File: src/rtl/m_mem_port_arbiter_pkg.sv
// m_mem_port_arbiter_pkg
// Shared types for the memory port arbiter: the arbiter FSM state, a bundle
// describing one bus request, and the all-ones byte-enable used for fetches.
package m_mem_port_arbiter_pkg;

  localparam int MEM_AW = 32;
  localparam int MEM_DW = 32;

  typedef enum logic [1:0] {
    IDLE     = 2'd0,
    IF_BUSY  = 2'd1,
    LSU_BUSY = 2'd2
  } arb_state_e;

  typedef struct packed {
    logic                  we;
    logic [MEM_AW-1:0]     addr;
    logic [MEM_DW-1:0]     wdata;
    logic [MEM_DW/8-1:0]   be;
  } mem_req_t;

  // Fetches always read a full word.
  localparam logic [MEM_DW/8-1:0] BE_ALL = '1;

endpackage

File: src/rtl/m_mem_port_arbiter_starve.sv
// m_starve_counter
// Saturating counter that tracks how many times the LSU has been granted
// while a fetch was waiting. 'sat' tells the arbiter to let IF win next.
// Ports:
//   clk, rst : clock and synchronous active-high reset
//   inc      : count one more starved arbitration (held at MAX once saturated)
//   clr      : return to zero (wins over inc)
//   cnt      : current count
//   sat      : cnt == MAX
// MAX must be at least 1.
module m_starve_counter #(
  parameter int MAX = 4,
  parameter int CW  = $clog2(MAX + 1)
) (
  input  logic          clk,
  input  logic          rst,
  input  logic          inc,
  input  logic          clr,
  output logic [CW-1:0] cnt,
  output logic          sat
);

  logic [CW-1:0] cnt_reg;

  always_ff @(posedge clk) begin
    if (rst) begin
      cnt_reg <= '0;
    end else if (clr) begin
      cnt_reg <= '0;
    end else if (inc && !sat) begin
      cnt_reg <= cnt_reg + 1'b1;
    end
  end

  assign cnt = cnt_reg;
  assign sat = (cnt_reg == CW'(MAX));

endmodule

File: src/rtl/m_mem_port_arbiter.sv
// m_mem_port_arbiter
// Shares the single memory bus port between instruction fetch (IF) and the
// load/store unit (LSU). LSU has priority; after STARVE_MAX LSU wins with IF
// waiting, IF takes the next arbitration. Flushed loads/fetches still finish
// on the bus (a request is never retracted) but their ack is swallowed.
// Ports:
//   clk, rst                      : clock, synchronous active-high reset
//   if_req_i/if_addr_i/if_flush_i : fetch request, address, PC redirect
//   if_ack_o/if_rdata_o           : fetch completion pulse and data
//   lsu_req_i/we/addr/wdata/be    : LSU request and its fields
//   lsu_flush_i                   : pipeline flush (loads only are killed)
//   lsu_ack_o/lsu_rdata_o         : LSU completion pulse and load data
//   mem_*_o                       : registered bus request, held until ack
//   mem_ack_i/mem_rdata_i         : one-cycle bus completion and read data
module m_mem_port_arbiter
  import m_mem_port_arbiter_pkg::*;
#(
  parameter int STARVE_MAX = 4,
  parameter int AW         = 32,
  parameter int DW         = 32
) (
  input  logic            clk,
  input  logic            rst,
  input  logic            if_req_i,
  input  logic [AW-1:0]   if_addr_i,
  input  logic            if_flush_i,
  output logic            if_ack_o,
  output logic [DW-1:0]   if_rdata_o,
  input  logic            lsu_req_i,
  input  logic            lsu_we_i,
  input  logic [AW-1:0]   lsu_addr_i,
  input  logic [DW-1:0]   lsu_wdata_i,
  input  logic [DW/8-1:0] lsu_be_i,
  input  logic            lsu_flush_i,
  output logic            lsu_ack_o,
  output logic [DW-1:0]   lsu_rdata_o,
  output logic            mem_req_o,
  output logic            mem_we_o,
  output logic [AW-1:0]   mem_addr_o,
  output logic [DW-1:0]   mem_wdata_o,
  output logic [DW/8-1:0] mem_be_o,
  input  logic            mem_ack_i,
  input  logic [DW-1:0]   mem_rdata_i
);

  localparam int CW = $clog2(STARVE_MAX + 1);

  arb_state_e    state_reg;
  logic          discard_reg;
  logic          if_valid;
  logic          lsu_valid;
  logic          grant_if;
  logic          grant_lsu;
  logic          starve_inc;
  logic          starve_clr;
  logic          starve_sat;
  logic [CW-1:0] starve_cnt;
  logic          kill_if;
  logic          kill_lsu;

  always_comb begin
    if_valid  = if_req_i & ~if_flush_i;
    lsu_valid = lsu_req_i & ~lsu_flush_i;

    grant_if  = (state_reg == IDLE) & if_valid & (~lsu_valid | starve_sat);
    grant_lsu = (state_reg == IDLE) & lsu_valid & ~grant_if;

    // Only LSU wins that beat a waiting fetch count as starvation.
    starve_inc = grant_lsu & if_valid;
    starve_clr = grant_if | (grant_lsu & ~if_valid);

    // Stores in flight are committed; only loads and fetches can be killed.
    kill_if  = (state_reg == IF_BUSY) & if_flush_i;
    kill_lsu = (state_reg == LSU_BUSY) & lsu_flush_i & ~mem_we_o;

    // A flush landing in the ack cycle must also swallow the ack.
    if_ack_o  = ~rst & mem_ack_i & (state_reg == IF_BUSY) & ~discard_reg & ~kill_if;
    lsu_ack_o = ~rst & mem_ack_i & (state_reg == LSU_BUSY) & ~discard_reg & ~kill_lsu;

    if_rdata_o  = mem_rdata_i;
    lsu_rdata_o = mem_rdata_i;
  end

  m_starve_counter #(
    .MAX (STARVE_MAX),
    .CW  (CW)
  ) u_starve (
    .clk (clk),
    .rst (rst),
    .inc (starve_inc),
    .clr (starve_clr),
    .cnt (starve_cnt),
    .sat (starve_sat)
  );

  always_ff @(posedge clk) begin
    if (rst) begin
      state_reg   <= IDLE;
      discard_reg <= 1'b0;
      mem_req_o   <= 1'b0;
      mem_we_o    <= 1'b0;
      mem_addr_o  <= '0;
      mem_wdata_o <= '0;
      mem_be_o    <= '0;
    end else begin
      case (state_reg)
        IDLE: begin
          if (grant_if) begin
            state_reg   <= IF_BUSY;
            mem_req_o   <= 1'b1;
            mem_we_o    <= 1'b0;
            mem_addr_o  <= if_addr_i;
            mem_wdata_o <= '0;
            mem_be_o    <= '1;
          end else if (grant_lsu) begin
            state_reg   <= LSU_BUSY;
            mem_req_o   <= 1'b1;
            mem_we_o    <= lsu_we_i;
            mem_addr_o  <= lsu_addr_i;
            mem_wdata_o <= lsu_wdata_i;
            mem_be_o    <= lsu_be_i;
          end
        end
        default: begin
          // Busy: bus fields stay frozen until the slave completes.
          if (mem_ack_i) begin
            state_reg   <= IDLE;
            mem_req_o   <= 1'b0;
            discard_reg <= 1'b0;
          end else if (kill_if || kill_lsu) begin
            discard_reg <= 1'b1;
          end
        end
      endcase
    end
  end

endmodule
File: config.mk
export PLATFORM = sky130hd
export DESIGN_NAME = m_mem_port_arbiter
export DESIGN_NICKNAME = d
export VERILOG_FILES = /design/src/rtl/m_mem_port_arbiter_pkg.sv /design/src/rtl/m_mem_port_arbiter_starve.sv /design/src/rtl/m_mem_port_arbiter.sv
export SDC_FILE = /design/constraint.sdc
export NUM_CORES = 1
export LEC_CHECK = 0
export CAP_MARGIN = 25
export CORE_ASPECT_RATIO = 0.8
export CORE_MARGIN = 2
export CORE_UTILIZATION = 30
export DETAILED_ROUTE_END_ITERATION = 10
export PLACE_DENSITY = 0.87
export SYNTH_ARGS = -nofsm -noshare
export SYNTH_HDL_FRONTEND = slang
export SYNTH_SLANG_ARGS = --single-unit
File: constraint.sdc
create_clock -name clk -period 1.6 [get_ports clk]
set_input_delay 0.48 -clock clk [delete_from_list [all_inputs] [get_ports clk]]
set_output_delay 0.48 -clock clk [all_outputs]
set_load 0.005 [all_outputs]
; Yosys cells after proc, flatten, opt, wreduce, memory -nomap -nowiden
; Index checks and enable logic that the tools add are counted.
[op_classes]
add_sub_neg = 1
eq_ne = 4
muxes = 18
n_bitwise = 31
n_reduce_logical = 11
[op_table]
columns = cell, count
row1 = two-way mux 32 bit, 4
row2 = AND 1 bit, 18
row3 = inverter 1 bit, 11
row4 = two-way mux 1 bit, 8
row5 = two-way mux 2 bit, 4
row6 = two-way mux 4 bit, 2
row7 = AND reduction 2 bit, 3
row8 = nonzero test 2 bit, 3
row9 = "adder 3 x 1 -> 3 bit, second input constant", 1
row10 = "equality test 3 bit, second input constant", 1
row11 = "!= test 3 bit, second input constant", 1
row12 = "equality test 2 x 1 -> 1 bit, second input constant", 1
row13 = "equality test 2 bit, second input constant", 1
row14 = zero test 2 bit, 1
row15 = bitwise OR 1 bit, 2
row16 = OR reduction 2 bit, 1
row17 = logical AND 1 bit, 1
row18 = zero test 1 bit, 1
row19 = logical OR 1 bit, 1
[totals]
reg_bits = 76
in_bits = 140
out_inout_bits = 136
wordCells = 73

; Depth between registers and ports, before layout
; Gate-level depths: netlist (run 1).
[depth]
ltp_word = 10
ltp_mapped = 8
ltp_nobuf = 6

; By module
; From an unflattened synthesis (run 1), not the netlist that was laid out.
[hier_totals]
cells_unflattened = 468
hier_area_um2 = 4095.2
[modules_own_cells]
columns = mod, instances, cells_per_inst, area_per_inst_um2, seq_area_each_um2
row1 = m_mem_port_arbiter, 1, 450, 3907.5, 1461.4
row2 = m_starve_counter, 1, 18, 187.7, 60.1

; Worst setup path after synthesis (run 1)
; No wires, ideal clock.
[synth_path]
kind = register to register
from = register u_starve.cnt_reg[0] (netlist: u_starve.cnt[0])
to = register mem_addr_o[10]
setup_time_ps = 91
arrival_ps = 1606
required_time_ps = 1509
setup_slack_ps = -97
path_stages_with_launch = 8
path_buffers = 1
period_less_slack_ps = 1697
cell_sequence = dfxtp_1 inv_1 ha_1 and2_1 o21ai_1 clkbuf_1 nand2_1 a311oi_1
[synth_via]
elab_chain_len = 7
elab_cells_between_ends = 8
classes_between = eq/ne (1) / mux (1) / bitwise (4) / reduce/logical (2)
[synth_lines]
columns = element, line_no
row1 = start: declaration, m_mem_port_arbiter_starve.sv:23  ; logic [CW-1:0] cnt_reg;
row2 = start signal: assignment, m_mem_port_arbiter_starve.sv:31  ; cnt_reg <= cnt_reg + 1'b1;
row3 = equality test 3 bit *, m_mem_port_arbiter_starve.sv:36  ; assign sat = (cnt_reg == CW'(MAX));
row4 = bitwise OR 1 bit *, m_mem_port_arbiter.sv:65  ; grant_if = (state_reg == IDLE) & if_valid & (~lsu_valid | starve_sat);
row5 = AND 1 bit *, m_mem_port_arbiter.sv:65
row6 = inverter 1 bit, m_mem_port_arbiter.sv:66  ; grant_lsu = (state_reg == IDLE) & lsu_valid & ~grant_if;
row7 = AND 1 bit, m_mem_port_arbiter.sv:66
row8 = nonzero test 2 bit (no line), -
row9 = AND reduction 2 bit (no line), -
row10 = end signal: assignment, m_mem_port_arbiter.sv:112  ; mem_addr_o <= if_addr_i;
row11 = end signal: assignment, m_mem_port_arbiter.sv:119  ; mem_addr_o <= lsu_addr_i;
row12 = end: declaration, m_mem_port_arbiter.sv:39  ; output logic [AW-1:0] mem_addr_o,
; Every way passes the cells marked *; elsewhere a longest branch is shown, timed or not.
; A chain may end at the register's enable or synchronous reset.

; Worst setup path after layout (run 1)
[layout_path]
from = register discard_reg
to = output port if_ack_o
[layout_via]
elab_chain_len = 3
[layout_lines]
columns = element, line_no
row1 = start: declaration, m_mem_port_arbiter.sv:49  ; logic discard_reg;
row2 = start signal: assignment, m_mem_port_arbiter.sv:99  ; discard_reg <= 1'b0;
row3 = start signal: assignment, m_mem_port_arbiter.sv:129  ; discard_reg <= 1'b0;
row4 = start signal: assignment, m_mem_port_arbiter.sv:131  ; discard_reg <= 1'b1;
row5 = inverter 1 bit, m_mem_port_arbiter.sv:77  ; if_ack_o = ~rst & mem_ack_i & (state_reg == IF_BUSY) & ~discard_reg & ~kill_if;
row6 = AND 1 bit (2 in series), m_mem_port_arbiter.sv:77
row7 = end: declaration, m_mem_port_arbiter.sv:27  ; output logic if_ack_o,
; No other way between the ends.

==> flow_summary_export.csv, run 1 <==
group,metric,value,unit
status,outcome,"complete, but fails checks",
status,violations,"setup timing",
timing,hold_viol,0,
setup_path,rr_endpoint,"mem_addr_o[31]$_SDFFE_PP0P_",
drt,drc_errors,0,
finish,layout_common_cells,"clkdlybuf4s50_1 (101), dlygate4sd2_1 (71), nor2_1 (66)",
setup_path,worstSetupEndpointType,"primary output",
min_path,hold_start,"mem_ack_i",
placement,hpwl,7920,µm
timing,post-route-period-util,125,%
drt,wl_per_cell,20.2,µm
finish,fill_cells,917,
finish,syn2layout_area_growth,101,%
die,core,11400,µm²
drt,via_count,3797,
setup_path,r2r_cells,9,
timing,final.setup.worst_slack,-0.396,ns
drt,drt-initial-drc-count,127,
setup_path,crit_required,1.12,ns
timing,maxSlewViolCount,0,
placement,dp_slack,-1.13,ns
timing,slew-limit-headroom,35.0,%
clock_network,cts_tree,"done",
min_path,holdCritPathClass,"in2reg",
power,seqPwrFrac,36.1,%
clock_network,clk_path_buf_depth,2,
grt,grt_use_met3,8.92,%
setup_path,r2r_start,"state_reg[1]$_SDFFE_PP0P_",
clock_network,clock_latency,0.33,ns
die,num_rows,35,
setup_path,arrival,1.52,ns
power,p_int,4.29,mW
clock_network,cts_root_buf,"clkbuf_16",
synthesis,synthSimpleGateAreaFrac,18.6,%
setup_path,crit_fanout,2,
grt,met2_usage,36.8,%
synthesis,synth.mux.area_fraction,0.572,%
setup_path,critical_path_class,"reg2out",
synthesis,ys_seq_area_share,43.5,%
min_path,hold_path_depth,3,
grt,grt_max_degree,75,
finish,layout_commonest_cell,"clkdlybuf4s50_1",
grt,grt_pass1_wl,21700,µm
power,p_clk_share,35.0,%
drt,wl,15100,µm
power,swShare,27.3,%
timing,fmax,0.501,GHz
finish,multiInputGateArea,2180,µm²
clock_network,clkTransAtPathRegs,0.06,ns
grt,antenna_found_initial,1,
finish,register_area,1560,µm²
synthesis,synth_area,3500,µm²
synthesis,synthAdderAreaFrac,0.716,%
synthesis,ys_warn_count,0,
grt,grt_pass1_vias,4046,
timing,setup_viol,74,
placement,portBuffers,179,
synthesis,avgSynthCellArea,8.37,µm²
synthesis,syn-num-nets,560,
grt,grt_busiest_layer,"met2",
timing,fin_crit,2.00,ns
timing,skew,0.00591,ns
clock_network,cts.sinks,76,
power,p_leak,3.10,nW
die,start_util,30.6,%
grt,met1_usage,26.4,%
setup_path,ff2ff_setup_slack,-0.28,ns
synthesis,yosysUniqueCellTypes,27,
grt,grt-ovfl-total,0,
grt,grt_usage,22.4,%
finish,reg_top3,"mem_addr_o x32, mem_wdata_o x32, mem_be_o x4",
synthesis,ys_ff_latch,76,
die,die_area,12500,µm²
power,ir_drop,421,µV
synthesis,synth-xor-area-share,0.250,%
timing,worstMarginPinSlew,0.975,ns
power,total_power,5.90,mW
synthesis,synth_compound_area_share,17.8,%
power,combPwrFrac,28.9,%
clock_network,cts_buffers,9,
die,top_level_ports,276,
setup_path,cp-start-kind,"flip-flop",
synthesis,synth_top_family_by_area,"simple AND/OR/NAND/NOR gates",
job,max_cap_violations,0,
die,dieHeight,101,µm
timing,rsz0062_at_grt,"yes",
die,fp.dieW,125,µm
finish,drive_gt1_share,45.6,%
min_path,holdPathEnd,"discard_reg$_SDFFE_PP0P_",
drt,via_per_inst,5.08,
power,p_sw,1.61,mW
clock_network,ctsHtreeMaxLevel,3,
drt,drtAntennaViolNets,0,
drt,drt_first_pass_iters,4,
placement,place_congestion,0.782,
power,power_density,838,nW/µm²
synthesis,synthCells,418,
finish,nets,736,
clock_network,ctsHoldBuffers,0,
worst max path at each step:
stage / from / end / slack, ns / cells past startpoint
floorplan: u_starve.cnt[0]$_SDFFE_PP0P_ / mem_addr_o[11]$_SDFFE_PP0P_ / -0.03 / 7
global placement: mem_ack_i / lsu_ack_o / -1.15 / 6
detailed placement: mem_ack_i / lsu_ack_o / -1.13 / 6
CTS: discard_reg$_SDFFE_PP0P_ / if_ack_o / -0.41 / 4
global route: discard_reg$_SDFFE_PP0P_ / if_ack_o / -0.47 / 4
finish: discard_reg$_SDFFE_PP0P_ / if_ack_o / -0.40 / 4
power by group through the flow:
stage | clock network [mW] | logic, mW | registers (mW)
finish | 2.06 | 1.70 | 2.13
global placement | 0 | 1.05 | 2.15
detailed placement | 0 | 1.08 | 2.15
floorplan | 0 | 0.512 | 2.15
global route | 2.19 | 1.80 | 2.15
CTS | 2.12 | 1.55 | 2.12
cell usage after synthesis, drive strengths merged:
library cell,instances,area [µm²]
nand2b,2,12.5
a22oi,33,248
xor2,1,8.76
nor2,73,274
a21oi,5,25.0
nor4,1,6.26
a311oi,33,289
nand4,1,6.26
nand2,69,259
a211oi,6,45.0
a21boi,1,11.3
nor4b,3,41.3
clkbuf,15,56.3
inv,8,30.0
dfxtp,76,1520
buf,78,563
and2,2,12.5
ha,2,25.0
nor3b,1,7.51
nor2b,2,12.5
nand3,1,5.00
mux2i,2,20.0
or2,1,6.26
or3,1,6.26
o21ai,1,5.00
repair_timing:
item,CTS,global route
pin swaps,84,56
buffers inserted,33,16
gates resized for setup,275,88
cloned,15,3
setup endpoints to repair,146,77
worst max-delay path: stages (launching register included):
cell and delay [ns]:
dfxtp_2 0.32, or3_4 0.35, nor4_4 0.27, buf_4 0.16, buf_6 0.08
final cells by class:
type,count,area share (%)
inverters,8,0.427
clock inverters,4,0.676
diodes,1,0.0356
well taps,148,2.63
clock buffers,12,3.65
flip-flops and latches,76,22.1
repair buffers,258,39.5
multi-input cells,241,31.0
per-stage QoR:
stage | instances | setup TNS (ns) | utilization, % | hold WS [ns] | area, µm²
2_1_floorplan | 418 | -1.08 | - | 0.453 | 3520
3_3_place_gp | 678 | -42.77 | 45.1 | 0.453 | 5150
3_5_place_dp | 678 | -44.17 | 45.1 | 0.450 | 5150
4_1_cts | 742 | -11.63 | 58.8 | 0.452 | 6720
5_1_grt | 748 | -15.73 | 61.5 | 0.463 | 7030
6_report | 748 | -10.58 | 61.5 | 0.472 | 7030
kinds of logic after synthesis:
logic type	Yosys count
AOI/OAI and AO/OA	79
xor gates and xnor gates	1
adders and majority gates	2
buffers and inverters	101
DFF	76
muxes	2
and+or+nand+nor	157
metal layers:
layer	part of all wire, %	wire, µm
met5	0.26	40
met4	2.3	352
met3	9.0	1350
met2	49	7340
met1	40	6020
No activity file was read; power rests on OpenSTA's default activity.
==> run 2, diff against run 1 <==
--- a/config.mk
+++ b/config.mk
@@ -6,11 +6,11 @@
 export NUM_CORES = 1
 export LEC_CHECK = 0
 export CAP_MARGIN = 25
-export CORE_ASPECT_RATIO = 0.8
-export CORE_MARGIN = 2
-export CORE_UTILIZATION = 30
+export CORE_AREA = 2 2 108 110
 export DETAILED_ROUTE_END_ITERATION = 10
-export PLACE_DENSITY = 0.87
+export DIE_AREA = 0 0 110 112
+export DONT_BUFFER_PORTS = 1
+export PLACE_DENSITY = 0.57
 export SYNTH_ARGS = -nofsm -noshare
 export SYNTH_HDL_FRONTEND = slang
 export SYNTH_SLANG_ARGS = --single-unit
==> run 2 against run 1 <==
Net effect: the run still ends with setup timing left; first-iteration DRC count up 6.3%; utilization down 17 points; flip-flop and latch count unchanged; largest cell class is now multi-input gates.
==> flow_summary_export.csv, run 2 (synthesis results as in run 1) <==
group,metric,value,unit
finish,nets,530,
die,num_rows,39,
setup_path,rr_endpoint,"mem_addr_o[7]$_SDFFE_PP0P_",
die,top_level_ports,276,
finish,layout_common_cells,"dfxtp_1 (71), nor2_1 (64), a22oi_2 (33)",
timing,fin_crit,1.82,ns
finish,n_antenna_cell,0,
setup_path,arrival,1.34,ns
grt,grt_pass1_vias,2933,
setup_path,endpoint,"if_ack_o",
timing,skew,0.00434,ns
drt,via_count,2913,
timing,post-route-period-util,114,%
drt,drc_errors,0,
die,start_util,31.3,%
clock_network,cts.sinks,76,
finish,drive_gt1_share,53.2,%
finish,layout_commonest_cell,"dfxtp_1",
drt,drt-initial-drc-count,135,
timing,slew-limit-headroom,65.1,%
status,outcome,"complete, but fails checks",
min_path,holdCritPathClass,"in2reg",
timing,hold_viol,0,
power,p_clk_share,39.2,%
grt,antenna_found_initial,0,
timing,final.setup.worst_slack,-0.218,ns
setup_path,critPathSlowestCell,"or3_4",
placement,dp_cells,485,
clock_network,ctsHtreeMaxLevel,3,
setup_path,worstSetupStartpoint,"discard_reg$_SDFFE_PP0P_",
placement,portBuffers,0,
setup_path,crit_required,1.12,ns
timing,maxSlewViolCount,0,
power,ir_drop,412,µV
setup_path,worstSetupEndpointType,"primary output",
clock_network,cts_buffers,9,
min_path,hold_start,"rst",
clock_network,cts_tree,"done",
finish,syn2layout_area_growth,41.1,%
die,fp.dieW,110,µm
grt,grt_pass1_wl,15600,µm
timing,fmax,0.550,GHz
die,dieHeight,112,µm
setup_path,crit_chain,"or3_4 > nor4_4 > buf_4",
power,combPwrFrac,19.3,%
clock_network,ctsHoldBuffers,0,
grt,grt-ovfl-total,0,
power,seqPwrFrac,41.5,%
min_path,hold_path_depth,1,
drt,drtAntennaViolNets,0,
clock_network,clkTransAtPathRegs,0.06,ns
power,p_leak,1.87,nW
clock_network,clk_path_buf_depth,2,
power,p_int,3.77,mW
die,die_area,12300,µm²
setup_path,ff2ff_setup_slack,-0.17,ns
setup_path,path_buf_inv,1,
job,max_cap_violations,0,
finish,reg_top3,"mem_addr_o x32, mem_wdata_o x32, mem_be_o x4",
drt,wl,12100,µm
placement,place_congestion,0.749,
power,p_sw,1.44,mW
drt,wl_per_cell,22.7,µm
setup_path,r2r_start,"state_reg[0]$_SDFFE_PP0P_",
timing,worstMarginPinSlew,0.522,ns
power,swShare,27.7,%
power,power_density,1060,nW/µm²
grt,grt_max_degree,76,
placement,hpwl,5930,µm
timing,setup_viol,70,
setup_path,cpLargestDelayFamily,"simple AND/OR/NAND/NOR gates",
setup_path,crit_cells,3,
timing,setup_tns,-4.67,ns
setup_path,r2r_cells,7,
setup_path,slowest_delay,0.39,ns
die,core,11200,µm²
setup_path,crit_fanout,2,
setup_path,critical_path_class,"reg2out",
timing,rsz0062_at_grt,"yes",
clock_network,cts_root_buf,"clkbuf_16",
status,violations,"setup timing",
drt,drt_first_pass_iters,4,
finish,stdcell_count,536,
grt,grt_usage,17.0,%
clock_network,clock_latency,0.33,ns
setup_path,cp-start-kind,"flip-flop",
drt,via_per_inst,5.43,
[run 2: worst reg2reg max path, cell delays in order (launching register included)]
cell and delay [ns]:
dfxtp_4 0.36, buf_6 0.12, nor4b_4 0.27, a21boi_4 0.24
buf_6 0.15, buf_12 0.16, nand2_4 0.06, a311oi_2 0.30
[run 2: worst min path at each step]
stage                                             end  slack (ns)
after floorplan                mem_req_o$_SDFFE_PP0P_        0.45
after global placement         mem_req_o$_SDFFE_PP0P_        0.49
after detailed placement       mem_req_o$_SDFFE_PP0P_        0.49
after CTS                   state_reg[0]$_SDFFE_PP0P_        0.19
after global routing      mem_addr_o[26]$_SDFFE_PP0P_        0.20
final                     mem_addr_o[27]$_SDFFE_PP0P_        0.22
[run 2: routing by layer]
layer	up-vias	global-route usage, %	share of wire [%]
met3	20	6.44	9.4
met4	0	4.89	1.5
li1	1311	-	-
met5	-	0	0
met1	1399	17.9	36
met2	183	31.0	53
[run 2: layout make-up]
class,instances,area (µm²)
timing repair buffer,52,838
clock buffer,9,225
sequential,76,1530
inverter,8,30.0
clock inverter,7,76.3
multi-input combinational,241,2060
tap,143,179
fill,1007,6240
[run 2: repair_timing]
action	CTS	global route
pin swaps	76	65
resized for setup	104	100
endpoints found under the setup margin	54	76
gates cloned	12	7
setup buffers	18	9
[run 2: through the flow]
| step | power [mW] | utilization, % | area [µm²] | hold WS [ns] | setup slack, ns |
|---|---|---|---|---|---|
| after floorplan | 2.67 | - | 3520 | 0.453 | -0.0264 |
| after global placement | 2.65 | 29.4 | 3290 | 0.489 | -0.124 |
| after detailed placement | 2.66 | 29.4 | 3290 | 0.485 | -0.156 |
| after CTS | 5.09 | 39.6 | 4430 | 0.194 | -0.232 |
| after global routing | 5.42 | 44.2 | 4940 | 0.196 | -0.295 |
| final | 5.21 | 44.2 | 4940 | 0.217 | -0.218 |
[run 2: power by group through the flow]
stage	registers, mW	logic (mW)	clock network [mW]
2_1_floorplan	2.15	0.512	0
3_3_place_gp	2.19	0.455	0
3_5_place_dp	2.19	0.474	0
4_1_cts	2.16	0.827	2.10
5_1_grt	2.18	1.07	2.17
6_report	2.16	1.00	2.04
==> run 3, diff against run 2 <==
--- a/config.mk
+++ b/config.mk
@@ -6,11 +6,12 @@
 export NUM_CORES = 1
 export LEC_CHECK = 0
 export CAP_MARGIN = 25
-export CORE_AREA = 2 2 108 110
+export CORE_ASPECT_RATIO = 0.8
+export CORE_MARGIN = 2
+export CORE_UTILIZATION = 30
 export DETAILED_ROUTE_END_ITERATION = 10
-export DIE_AREA = 0 0 110 112
 export DONT_BUFFER_PORTS = 1
-export PLACE_DENSITY = 0.57
+export PLACE_DENSITY = 0.55
 export SYNTH_ARGS = -nofsm -noshare
 export SYNTH_HDL_FRONTEND = slang
 export SYNTH_SLANG_ARGS = --single-unit
==> run 3 against run 2 <==
Net effect: the run still ends with setup timing left; final cell count fell by 4.3%; die area rose by 1.8%; sequential power barely moved; via count fell by 6.9%; worst hold slack got worse by 0.0047 ns; global-route usage fell by 3.8 points; largest cell class unchanged; largest power group is now clock; highest routed layer unchanged.
==> flow_summary_export.csv, run 3 (synthesis results as in run 1) <==
group,metric,value,unit
timing,final.setup.worst_slack,-0.154,ns
die,fp.dieW,125,µm
finish,layout_commonest_cell,"nor2_1",
timing,setup_tns,-0.909,ns
setup_path,worstSetupEndpointType,"primary output",
drt,drc_errors,0,
status,outcome,"complete, but fails checks",
grt,grt_pass1_wl,13300,µm
drt,drtAntennaViolNets,0,
finish,fill_cells,1154,
job,max_cap_violations,0,
setup_path,crit_required,1.12,ns
finish,nets,502,
finish,reg_top3,"mem_addr_o x32, mem_wdata_o x32, mem_be_o x4",
grt,grt_max_degree,76,
finish,n_antenna_cell,0,
grt,grt_pass1_vias,2545,
timing,skew,0.00491,ns
clock_network,clk_path_buf_depth,2,
placement,dp_slack,-0.0547,ns
die,die_area,12500,µm²
placement,post_dp_cell_area,3260,µm²
grt,antenna_found_initial,0,
setup_path,cp-start-kind,"flip-flop",
power,power_density,1220,nW/µm²
timing,maxSlewViolCount,0,
timing,fmax,0.570,GHz
die,top_level_ports,276,
setup_path,arrival,1.27,ns
drt,wl_per_cell,19.2,µm
drt,drt_first_pass_iters,4,
clock_network,cts_root_buf,"clkbuf_16",
finish,fin_area,4090,µm²
finish,register_area,1530,µm²
timing,slew-limit-headroom,76.7,%
timing,worstMarginPinSlew,0.348,ns
finish,final_core_util,35.8,%
die,start_util,30.6,%
clock_network,cts_tree,"done",
timing,rsz0062_at_grt,"yes",
placement,portBuffers,0,
die,core,11400,µm²
clock_network,clock_latency,0.33,ns
clock_network,ctsHtreeMaxLevel,3,
placement,dp_cells,485,
placement,place_congestion,0.744,
status,violations,"setup timing",
die,num_rows,35,
clock_network,cts_buffers,9,
finish,syn2layout_area_growth,17.0,%
clock_network,cts.sinks,76,
die,dieHeight,101,µm
timing,setup_viol,29,
clock_network,clkTransAtPathRegs,0.06,ns
drt,drt-initial-drc-count,116,
power,p_leak,1.52,nW
clock_network,ctsHoldBuffers,0,
finish,layout_common_cells,"nor2_1 (72), dfxtp_1 (71), nand2_1 (58)",
drt,via_per_inst,5.29,
timing,whs,0.212,ns
finish,multiInputGateArea,1650,µm²
setup_path,critical_path_class,"reg2out",
drt,wl,9830,µm
min_path,holdCritPathClass,"in2reg",
finish,stdcell_count,513,
power,ir_drop,474,µV
timing,hold_viol,0,
grt,grt_usage,13.2,%
placement,hpwl,5900,µm
finish,drive_gt1_share,28.8,%
grt,grt-ovfl-total,0,
power,total_power,5.00,mW
timing,fin_crit,1.75,ns
timing,post-route-period-util,110,%
drt,via_count,2713,
setup_path,crit_fanout,2,
## run 3: report_power, final
| part | total (mW) | switching, mW | internal, mW |
|---|---|---|---|
| logic | 0.634 | 0.334 | 0.300 |
| clock network | 2.22 | 0.807 | 1.41 |
| registers | 2.16 | 0.121 | 2.03 |
## run 3: layout make-up
cell class                 instances  area share [%]
clock buffer                      10            5.84
clock inverter                     6            2.11
inverter                           8           0.734
multi-input combinational        241            40.3
sequential                        76            37.4
tap                              148            4.53
timing repair buffer              24            9.08
## run 3: timing repair
action	4_1_cts	5_1_grt
setup endpoints to repair	54	52
setup buffers	2	3
pin swaps	7	45
resized for setup	14	59
cloned	2	5
## run 3: path summary, 6_finish.rpt
kind | from | slack [ns] | end | cells after the start
max | discard_reg$_SDFFE_PP0P_ | -0.15 | lsu_ack_o | 2
min | rst | 0.21 | mem_addr_o[30]$_SDFFE_PP0P_ | 1
max reg2reg | state_reg[0]$_SDFFE_PP0P_ | -0.06 | mem_addr_o[14]$_SDFFE_PP0P_ | 5
min reg2reg | mem_addr_o[27]$_SDFFE_PP0P_ | 0.51 | mem_addr_o[27]$_SDFFE_PP0P_ | 2
## run 3: critical path, stage by stage (launching register included)
cell	delay, ns
dfxtp_2	0.32
or3_4	0.38
nor4b_4	0.24
## run 3: metal layers
| metal | wire length, µm | part of all wire (%) | track usage (%) |
|---|---|---|---|
| met1 | 4000 | 41 | 15.0 |
| met2 | 4750 | 48 | 21.0 |
| met3 | 919 | 9.3 | 6.53 |
| met4 | 164 | 1.7 | 6.22 |
| met5 | 0 | 0 | 0 |
